==> src/rtl/conf_int_add__result_acc.sv <==
// -----------------------------------------------------------------------------
// conf_int_add__result_acc
//
// Downstream stage of the 24-bit configurable (accurate/approximate) adder
// wrapper. The block registers each adder result and accumulates a window of
// 2^WINDOW_LOG2 results into a saturating unsigned sum. It also counts how many
// samples in the window came from the approximate path (acc__sel_in = 0).
// When the window closes, the block presents the sum, the approximate-sample
// count and a sticky overflow flag over a valid/ready handshake.
//
// Optional feature (macro CONF_INT_ADD_RESULT_ACC_FLUSH_EN):
//   Adds a `flush` input. Asserting flush closes a non-empty window early,
//   and the partial totals are presented on the outputs.
//
// Ports:
//   clk          in   clock, all state updates on the rising edge
//   rst          in   synchronous, active-high reset
//   in_valid     in   d_in / acc__sel_in valid this cycle
//   in_ready     out  block accepts a sample this cycle (registered state only)
//   d_in         in   adder result, unsigned, IN_BITWIDTH bits
//   acc__sel_in  in   path select for this sample: 1 = accurate, 0 = approximate
//   flush        in   (macro only) close the current window early
//   out_valid    out  window result valid
//   out_ready    in   consumer accepts the result
//   sum_out      out  saturated unsigned window sum, ACC_BITWIDTH bits
//   apx_cnt_out  out  approximate-sample count in the window, WINDOW_LOG2+1 bits
//   ovf_out      out  accumulator saturated at least once in the window
// -----------------------------------------------------------------------------
module conf_int_add__result_acc #(
    parameter int IN_BITWIDTH  = 25,
    parameter int ACC_BITWIDTH = 32,
    parameter int WINDOW_LOG2  = 4
) (
    input  logic                    clk,
    input  logic                    rst,
    input  logic                    in_valid,
    output logic                    in_ready,
    input  logic [IN_BITWIDTH-1:0]  d_in,
    input  logic                    acc__sel_in,
`ifdef CONF_INT_ADD_RESULT_ACC_FLUSH_EN
    input  logic                    flush,
`endif
    output logic                    out_valid,
    input  logic                    out_ready,
    output logic [ACC_BITWIDTH-1:0] sum_out,
    output logic [WINDOW_LOG2:0]    apx_cnt_out,
    output logic                    ovf_out
);

    localparam logic [0:0] ST_ACCUM = 1'b0;
    localparam logic [0:0] ST_HOLD  = 1'b1;

    localparam logic [WINDOW_LOG2-1:0] CNT_ONE  = 1;
    localparam logic [WINDOW_LOG2-1:0] CNT_LAST = '1;
    localparam logic [WINDOW_LOG2:0]   APX_ONE  = 1;

    // Saturating add. The MSB of the result flags saturation, and the lower
    // ACC_BITWIDTH bits hold the clamped sum.
    function automatic logic [ACC_BITWIDTH:0] sat_add(
        input logic [ACC_BITWIDTH-1:0] a,
        input logic [IN_BITWIDTH-1:0]  b
    );
        logic [ACC_BITWIDTH:0] s;
        s = {1'b0, a} + {{(ACC_BITWIDTH + 1 - IN_BITWIDTH){1'b0}}, b};
        if (s[ACC_BITWIDTH]) begin
            return {1'b1, {ACC_BITWIDTH{1'b1}}};
        end
        return s;
    endfunction

    logic [0:0]              state_q, state_d;
    logic [ACC_BITWIDTH-1:0] acc_q, acc_d;
    logic [WINDOW_LOG2-1:0]  cnt_q, cnt_d;
    logic [WINDOW_LOG2:0]    apx_q, apx_d;
    logic                    ovf_q, ovf_d;
    logic [ACC_BITWIDTH-1:0] sum_q, sum_d;
    logic [WINDOW_LOG2:0]    apx_out_q, apx_out_d;
    logic                    ovf_out_q, ovf_out_d;

    logic                    accept;
    logic                    flush_close;
    logic [ACC_BITWIDTH:0]   add_res;

    assign in_ready    = (state_q == ST_ACCUM);
    assign out_valid   = (state_q == ST_HOLD);
    assign sum_out     = sum_q;
    assign apx_cnt_out = apx_out_q;
    assign ovf_out     = ovf_out_q;

    assign accept = in_valid & in_ready;

    // An early close only applies to a non-empty window: either samples are
    // already held, or this cycle's beat is accepted together with the flush.
`ifdef CONF_INT_ADD_RESULT_ACC_FLUSH_EN
    assign flush_close = flush && (state_q == ST_ACCUM) && ((cnt_q != '0) || accept);
`else
    assign flush_close = 1'b0;
`endif

    always_comb begin
        state_d   = state_q;
        acc_d     = acc_q;
        cnt_d     = cnt_q;
        apx_d     = apx_q;
        ovf_d     = ovf_q;
        sum_d     = sum_q;
        apx_out_d = apx_out_q;
        ovf_out_d = ovf_out_q;
        add_res   = sat_add(acc_q, d_in);

        if (state_q == ST_ACCUM) begin
            if (accept) begin
                acc_d = add_res[ACC_BITWIDTH-1:0];
                ovf_d = ovf_q | add_res[ACC_BITWIDTH];
                cnt_d = cnt_q + CNT_ONE;
                if (!acc__sel_in) begin
                    apx_d = apx_q + APX_ONE;
                end
            end
            // Outputs capture the post-update totals, so the closing beat is
            // included in the same edge.
            if ((accept && (cnt_q == CNT_LAST)) || flush_close) begin
                sum_d     = acc_d;
                apx_out_d = apx_d;
                ovf_out_d = ovf_d;
                state_d   = ST_HOLD;
            end
        end else if (out_ready) begin
            acc_d   = '0;
            cnt_d   = '0;
            apx_d   = '0;
            ovf_d   = 1'b0;
            state_d = ST_ACCUM;
        end
    end

    always_ff @(posedge clk) begin
        if (rst) begin
            state_q   <= ST_ACCUM;
            acc_q     <= '0;
            cnt_q     <= '0;
            apx_q     <= '0;
            ovf_q     <= 1'b0;
            sum_q     <= '0;
            apx_out_q <= '0;
            ovf_out_q <= 1'b0;
        end else begin
            state_q   <= state_d;
            acc_q     <= acc_d;
            cnt_q     <= cnt_d;
            apx_q     <= apx_d;
            ovf_q     <= ovf_d;
            sum_q     <= sum_d;
            apx_out_q <= apx_out_d;
            ovf_out_q <= ovf_out_d;
        end
    end

endmodule
==> config.mk <==
export PLATFORM = sky130hd
export DESIGN_NAME = conf_int_add__result_acc
export DESIGN_NICKNAME = d
export VERILOG_FILES = /design/src/rtl/conf_int_add__result_acc.sv
export SDC_FILE = /design/constraint.sdc
export NUM_CORES = 1
export LEC_CHECK = 0
export BUFFER_PORTS_ARGS = -buffer_cell sky130_fd_sc_hd__buf_2
export CORE_ASPECT_RATIO = 0.75
export CORE_MARGIN = 5
export CORE_UTILIZATION = 60
export CTS_CLUSTER_DIAMETER = 150
export DETAILED_ROUTE_END_ITERATION = 12
export PLACE_DENSITY_LB_ADDON = 0.15
export SLEW_MARGIN = 15
export SYNTH_ARGS = -nofsm -noshare
export SYNTH_HDL_FRONTEND = slang
export SYNTH_SLANG_ARGS = --single-unit
export TNS_END_PERCENT = 100
==> constraint.sdc <==
create_clock -name clk -period 9.25 [get_ports clk]
set_clock_uncertainty 0.15 [all_clocks]
set_input_delay 1.85 -clock clk [delete_from_list [all_inputs] [get_ports clk]]
set_output_delay 1.85 -clock clk [all_outputs]
set_load 0.01 [all_outputs]
# [Word level (Yosys, flattened, before mapping)]
# Index checks and enable logic that the tools add are counted.
[classes] add_sub_neg=3 n_eq_ne=2 n_mux=19 bitwise_logic=3 n_reduce_logical=4
[op_table] op="$mux 32" n=3
[op_table] op="$mux 33" n=2
[op_table] op="$add 32x25->33" n=1
[op_table] op="$mux 5" n=4
[op_table] op="$mux 4" n=3
[op_table] op="$mux 1" n=7
[op_table] op="$add 5x1->5 const B" n=1
[op_table] op="$add 4x1->4 const B" n=1
[op_table] op="$eq 4x4->1 const B" n=1
[op_table] op="$reduce_and 2->1" n=2
[op_table] op="$ne 2x2->1 const B" n=1
[op_table] op="$reduce_bool 2->1" n=1
[op_table] op="$and 1x1->1" n=1
[op_table] op="$logic_and 1x1->1" n=1
[op_table] op="$not 1->1" n=1
[op_table] op="$or 1x1->1" n=1
[totals] reg_bits=81 in_bits=30 out_inout_bits=40 word_cells=39

# [Longest topological paths before layout]
# Gate-level depths: netlist (run 1).
[logic_depth] word_depth=6 ltp_mapped=11 ltp_nobuf=10

# [Worst setup path after synthesis (run 1)]
# OpenSTA, ideal clock, no wires.
[synth_path] kind="in2reg" start="input d_in[0]" end="register sum_q[26] (netlist: sum_out[26])" setup_time_ns=0.145 arrival_ns=4.032 required_time_ns=8.955 setup_slack_ns=4.923 cell_stages=10 n_path_buf=0 cell_sequence="ha_1 fa_1 a211oi_1 o211ai_1 a211oi_2 o21ai_2 a221oi_2 o32a_1 or2_1 a41oi_1"
[synth_between] elab_chain_cells=4
[synth_lines] item="start, declared" line_no="38" rtl="input logic [IN_BITWIDTH-1:0] d_in,"
[synth_lines] item="$add 32x25->33 *" line_no="64" rtl="s = {1'b0, a} + {{(ACC_BITWIDTH + 1 - IN_BITWIDTH){1'b0}}, b};"
[synth_lines] item="$mux 1" line_no="65" rtl="if (s[ACC_BITWIDTH]) begin"
[synth_lines] item="$mux 33 *" line_no="68" rtl="return s;"
[synth_lines] item="$mux 32 *" line_no="112" rtl="if (accept) begin"
[synth_lines] item="end signal, assigned" line_no="153" rtl="sum_q <= sum_d;"
[synth_lines] item="end, declared" line_no="76" rtl="logic [ACC_BITWIDTH-1:0] sum_q, sum_d;"
# Mark *: on every way between the ends. The rest lies on a longest branch, timed or not.
# A chain may end at the register's enable or synchronous reset.

# [Worst setup path after layout (run 1)]
[layout_path] start="input d_in[0]" end="register sum_q[31] (netlist: sum_out[31])"
# The elaborated chain is that of the path after synthesis.

==> results of run 1 <==
-- worst paths after layout --
kind                                          startpoint                       end  slack (ns)  cells after the start
worst max register to register     acc_q[0]$_SDFFE_PP0P_  sum_out[31]$_SDFFE_PP0P_        5.77                     10
worst min register to register  sum_out[31]$_SDFFE_PP0P_  sum_out[31]$_SDFFE_PP0P_        0.32                      2
worst min-delay path            sum_out[31]$_SDFFE_PP0P_  sum_out[31]$_SDFFE_PP0P_        0.32                      2
worst max-delay path                             d_in[0]  sum_out[31]$_SDFFE_PP0P_        4.48                     11
-- placed cells by master, fill, tap and decap left out, drive strengths merged, types with 3 or more instances in the layout --
master / count
nor2b: 3
o22ai: 3
ha: 27
o21bai: 3
and2: 3
clkbuf: 10
a31oi: 14
a311oi: 3
dfxtp: 81
or2: 4
and4: 4
o21a: 4
o211ai: 4
a211oi: 14
o221a: 10
xnor2: 11
nand2b: 3
nand3: 10
nand4: 10
nor2: 43
nand2: 40
a21oi: 78
buf: 72
o21ai: 56
a21o: 14
xor2: 17
inv: 9
nor3: 11
o2111ai: 3
-- synthesized netlist by cell type (2+ instances only) --
master and number:
a211oi_1 11, a211oi_2 2, a21boi_0 2, a21o_1 13, a21oi_1 77, a221oi_2 2, a311o_1 2, a311oi_1 2
a31oi_1 14, and2_1 3, and4_1 4, buf_2 4, buf_4 2, clkbuf_1 23, dfxtp_1 81, ha_1 27
inv_1 8, nand2_1 40, nand2b_1 3, nand3_1 10, nand4_1 10, nor2_1 42, nor2b_1 3, nor3_1 10
o2111ai_2 2, o211ai_1 4, o21a_1 4, o21ai_0 53, o21ai_2 3, o21bai_1 3, o221a_1 2, o221a_2 8
o22a_1 2, o22ai_1 3, o32ai_1 2, or2_1 2, or2_2 2, or3_1 2, xnor2_1 11, xor2_1 17
-- routing by layer --
metal	wire [µm]	up-vias	GRT usage [%]
met2	4950	183	37.6
met1	6100	1949	41.2
met3	958	17	6.31
met4	165	0	7.05
met5	0	-	0
li1	-	2117	-
-- sequential cells by signal (all words and copies together) (netlist names) --
signal       cells
ovf_q            1
acc_q           32
apx_cnt_out      5
cnt_q            4
ovf_out          1
sum_out         32
out_valid        1
apx_q            5
-- logic make-up after synthesis --
family	count (synthesis)	share of synthesized area, %
fa+ha+maj	28	7.92
compound gates	226	33.0
simple gates	136	14.1
flops	81	35.9
xor+xnor	28	5.43
buf+inv	38	3.60
-- layout make-up --
type                            instances  share of cell area (%)
Clock buffer                           10                    2.51
Clock inverter                          6                    1.33
Inverter                                8                   0.591
Multi-Input combinational cell        418                    53.9
Sequential cell                        81                    31.9
Tap cell                              101                    2.49
Timing Repair Buffer                   72                    7.24
-- worst reg2reg max path, cell delays in order, from the launching register on --
cell and delay [ns]:
dfxtp_1 0.32, ha_1 0.20, fa_1 0.43, a211oi_1 0.34, o211ai_1 0.20, nand3_1 0.19
a311oi_2 0.15, o2111ai_1 0.85, o2111a_1 0.34, a211o_1 0.12, a21oi_2 0.06
-- power by group through the flow --
stage                     clock, mW  combinational (mW)  sequential (mW)
after floorplan                   0               0.159            0.378
after global placement            0               0.204            0.380
after detailed placement          0               0.206            0.381
after CTS                     0.267               0.208            0.373
after global routing          0.285               0.233            0.375
final                         0.265               0.213            0.373
==> results.toml, run 1 <==
[cts]
clock_latency_ns = 0.36
clkTransAtPathRegs_ns = 0.09
cts_buffers = 9
cts_tree = "yes"
cts_max_level = 3
post-cts-setup-buffers = 0
ctsResizeCount = 0
clock_sink_count = 81
root_buffer = "clkbuf_8"
hold_buffers = 0
clockBufferDepth = 2

[setup_path]
crit_buf_inv = 1
max_stage_delay_ns = 0.85
cp-start-kind = "input port"
crit_required_ns = 9.32
crit_family = "compound AO/OA/AOI/OAI gates"
worst_ep_arrival_time_ns = 4.83
crit_type = "in2reg"
cp_cell_sequence = "buf_2, ha_1, fa_1, a211oi_1, o211ai_1, nand3_1, a311oi_2, o2111ai_1, o2111a_1, a211o_1, a21oi_2"
slowest_stage = "o2111ai_1"
crit_path_end_kind = "flop"
cp_max_fo = 11

[yosys]
yosys-top-cells-area = "dfxtp_1 (36%), a21oi_1 (8.5%), ha_1 (7.5%)"
ys_warn_count = 0
ys_seq_elements = 81
syn-cell-area_mm2 = 0.00452
async_flop_share_pct = 0
ys.flop_type = "dfxtp_1"
synth.avg_cell_area_um2 = 8.41
yosys.area.top_type = "dfxtp_1"
synth.distinct_cells = 62
syn_inst = 537
yosysSeqAreaShare_pct = 35.9
synth_edf_count = 0
synth_nets = 595
yosysTopAreaCellShare_pct = 35.9

[power_and_ir_drop]
switchingPower_uw = 282
leakagePower_nw = 2.12
power_frac_seq_pct = 43.9
p_per_area_mw_per_mm2 = 168
power.internal_uw = 569
total_power_uw = 851
p_clk_share_pct = 31.1
ir_worst_vdd_v = 0.000122
swShare_pct = 33.1
pwr-share-comb_pct = 25.0

[routing]
first_pass_iters = 5
first_iter_violations = 429
drt_wl_total_um = 12200
route.vias.total = 4266
vias_per_cell = 6.13
ant_nets = 0
wl_per_cell_um = 17.5
drc = 0

[grt]
grt_pass1_vias = 3990
grt_pass1_wl_um = 20100
gr-total-overflow = 0
grt_usage_pct = 26.9
grt_max_degree = 55
grt_antenna_before_repair = 0

[floorplanning]
start_util_pct = 61.6
core_area_mm2 = 0.00733
rows = 27
fp.dieH_um = 85.1
dieArea_mm2 = 0.00938
io-pin-count = 70
die_x_um = 110

[placed_design]
place.gp.congestion = 0.934
placed_area_mm2 = 0.00488
port_buffers = 69
hpwl_um = 8860
numPlacedInstances = 680
dp_slack_ns = 4.19

[sta]
setup_slack_ns = 4.48
maxSlewHeadroom_pct = 31.9
drv_slew = 0
rsz0062_at_grt = "no"
worstMarginPinSlew_ns = 1.02
tns_ns = 0
period_share_pct = 51.5
setup_violations = 0
max_freq_mhz = 210
timing_hold_violations_final = 0
fin_hold_ws_ns = 0.323
period_needed_ns = 4.77

[finish]
multi_input_area_mm2 = 0.00274
diodes = 0
syn2layout_area_growth_pct = 12.5
drive_above_1_share_pct = 19.5
seq_area_mm2 = 0.00162
final_cells = 696
nNetsFinal = 648
final_core_util_pct = 69.3
final_area_mm2 = 0.00508
n_fill_cell = 661

[worst_hold_path]
hp-class = "reg2reg"

[run_status]
outcome = "finished clean"

[job]
drv_cap = 0
Note: power is estimated with default switching activity, not from simulation.
==> run 2: changes to the inputs <==
- CORE_UTILIZATION: 60 -> 57
- clock period: 9.25 -> 4.4 ns (I/O delays scaled with it)
==> results.toml, run 2 (synthesis gave the netlist of run 1 again) <==
[run_status]
outcome = "finished clean"

[routing]
first_iter_violations = 350
wl_met3_um = 958
drt_wl_total_um = 12700
top_layer = "met4"
vias_per_cell = 6.26
route.vias.total = 4395
drc = 0
ant_nets = 0
first_pass_iters = 4
wl_met2_um = 5240
wl_met1_um = 6220
wl_per_cell_um = 18.1

[sta]
timing_hold_violations_final = 0
rsz0062_at_grt = "no"
tns_ns = 0
fin_hold_ws_ns = 0.310
setup_violations = 0
period_needed_ns = 3.48
setup_slack_ns = 0.920
period_share_pct = 79.1
worstMarginPinSlew_ns = 1.07
drv_slew = 0
max_freq_mhz = 287
maxSlewHeadroom_pct = 28.8

[setup_path]
crit_path_end_kind = "flop"
crit_buf_inv = 1
crit_path_start = "d_in[0]"
crit_type = "in2reg"
crit_family = "compound AO/OA/AOI/OAI gates"
cp_max_fo = 4
slowest_stage = "fa_1"
rr_startpoint = "acc_q[0]$_SDFFE_PP0P_"
cp-start-kind = "input port"
max_stage_delay_ns = 0.44
worst_ep_arrival_time_ns = 3.51
crit_required_ns = 4.43
cp_cell_sequence = "buf_2, ha_1, fa_1, a211oi_1, o211ai_1, a211oi_2, o21ai_2, a221oi_2, o32a_1, or2_1, a41oi_1"

[placed_design]
hpwl_um = 9060
placed_area_mm2 = 0.00490
port_buffers = 69
place.gp.congestion = 0.887
dp_slack_ns = 0.600

[floorplanning]
dieArea_mm2 = 0.00982
io-pin-count = 70
die_x_um = 113
fp.dieH_um = 87.1
start_util_pct = 57.8
rows = 28
core_area_mm2 = 0.00781

[finish]
diodes = 0
layout_common_cells = "dfxtp_1 (81), a21oi_1 (76), buf_2 (69)"
final_area_mm2 = 0.00511
syn2layout_area_growth_pct = 13.1
layout_commonest_cell = "dfxtp_1"
nNetsFinal = 650
drive_above_1_share_pct = 19.8

[cts]
cts_buffers = 9
cts_tree = "yes"
clkTransAtPathRegs_ns = 0.08
root_buffer = "clkbuf_8"
clock_latency_ns = 0.36
ctsResizeCount = 0
hold_buffers = 0
cts_max_level = 3
post-cts-setup-buffers = 0
clock_sink_count = 81
clockBufferDepth = 2

[worst_hold_path]
min_from = "ovf_q$_SDFFE_PP0P_"
hp-class = "reg2reg"

[grt]
grt_pass1_wl_um = 20600
grt_max_degree = 39
grt_usage_pct = 26.1
grt_pass1_vias = 4128
gr-total-overflow = 0
grt_antenna_before_repair = 0

[power_and_ir_drop]
ir_worst_vdd_v = 0.000198
total_power_mw = 1.80
leakagePower_nw = 2.13
p_per_area_mw_per_mm2 = 352

[job]
drv_cap = 0
-- run 2: per-layer routing --
metal	global-route usage [%]	up-vias
met5	0	-
met4	10.4	0
met3	5.69	25
met1	37.6	2057
li1	-	2127
met2	38.1	186
-- run 2: tightest hold or removal path, cell delays in order, from the launching register on --
cell and delay, ns:
dfxtp_1 0.32, nand2_1 0.05, a21oi_1 0.05
-- run 2: layout make-up --
cell class                      instances  area, µm²
Tap cell                              105        131
Multi-Input combinational cell        418       2740
Fill cell                             676       2710
Inverter                                8       30.0
Clock buffer                           11        141
Sequential cell                        81       1620
Clock inverter                          5       62.6
Timing Repair Buffer                   74        383
-- run 2: final timing paths --
| kind | to | slack (ns) | cells after the start |
|---|---|---|---|
| max | sum_out[26]$_SDFFE_PP0P_ | 0.92 | 11 |
| min | ovf_q$_SDFFE_PP0P_ | 0.31 | 2 |
| max reg2reg | sum_out[26]$_SDFFE_PP0P_ | 1.22 | 10 |
| min reg2reg | ovf_q$_SDFFE_PP0P_ | 0.31 | 2 |
-- run 2: report_power, final --
group	switching (mW)	total [mW]	internal, mW
Clock	0.289	0.571	0.282
Sequential	0.0210	0.785	0.764
Combinational	0.276	0.444	0.168
Total	0.586	1.80	1.21
-- run 2: through the flow --
step,utilization (%),cells
floorplan,-,537
CTS,65.4,702
detailed placement,62.8,686
global placement,62.8,686
finish,65.4,702
global route,65.4,702
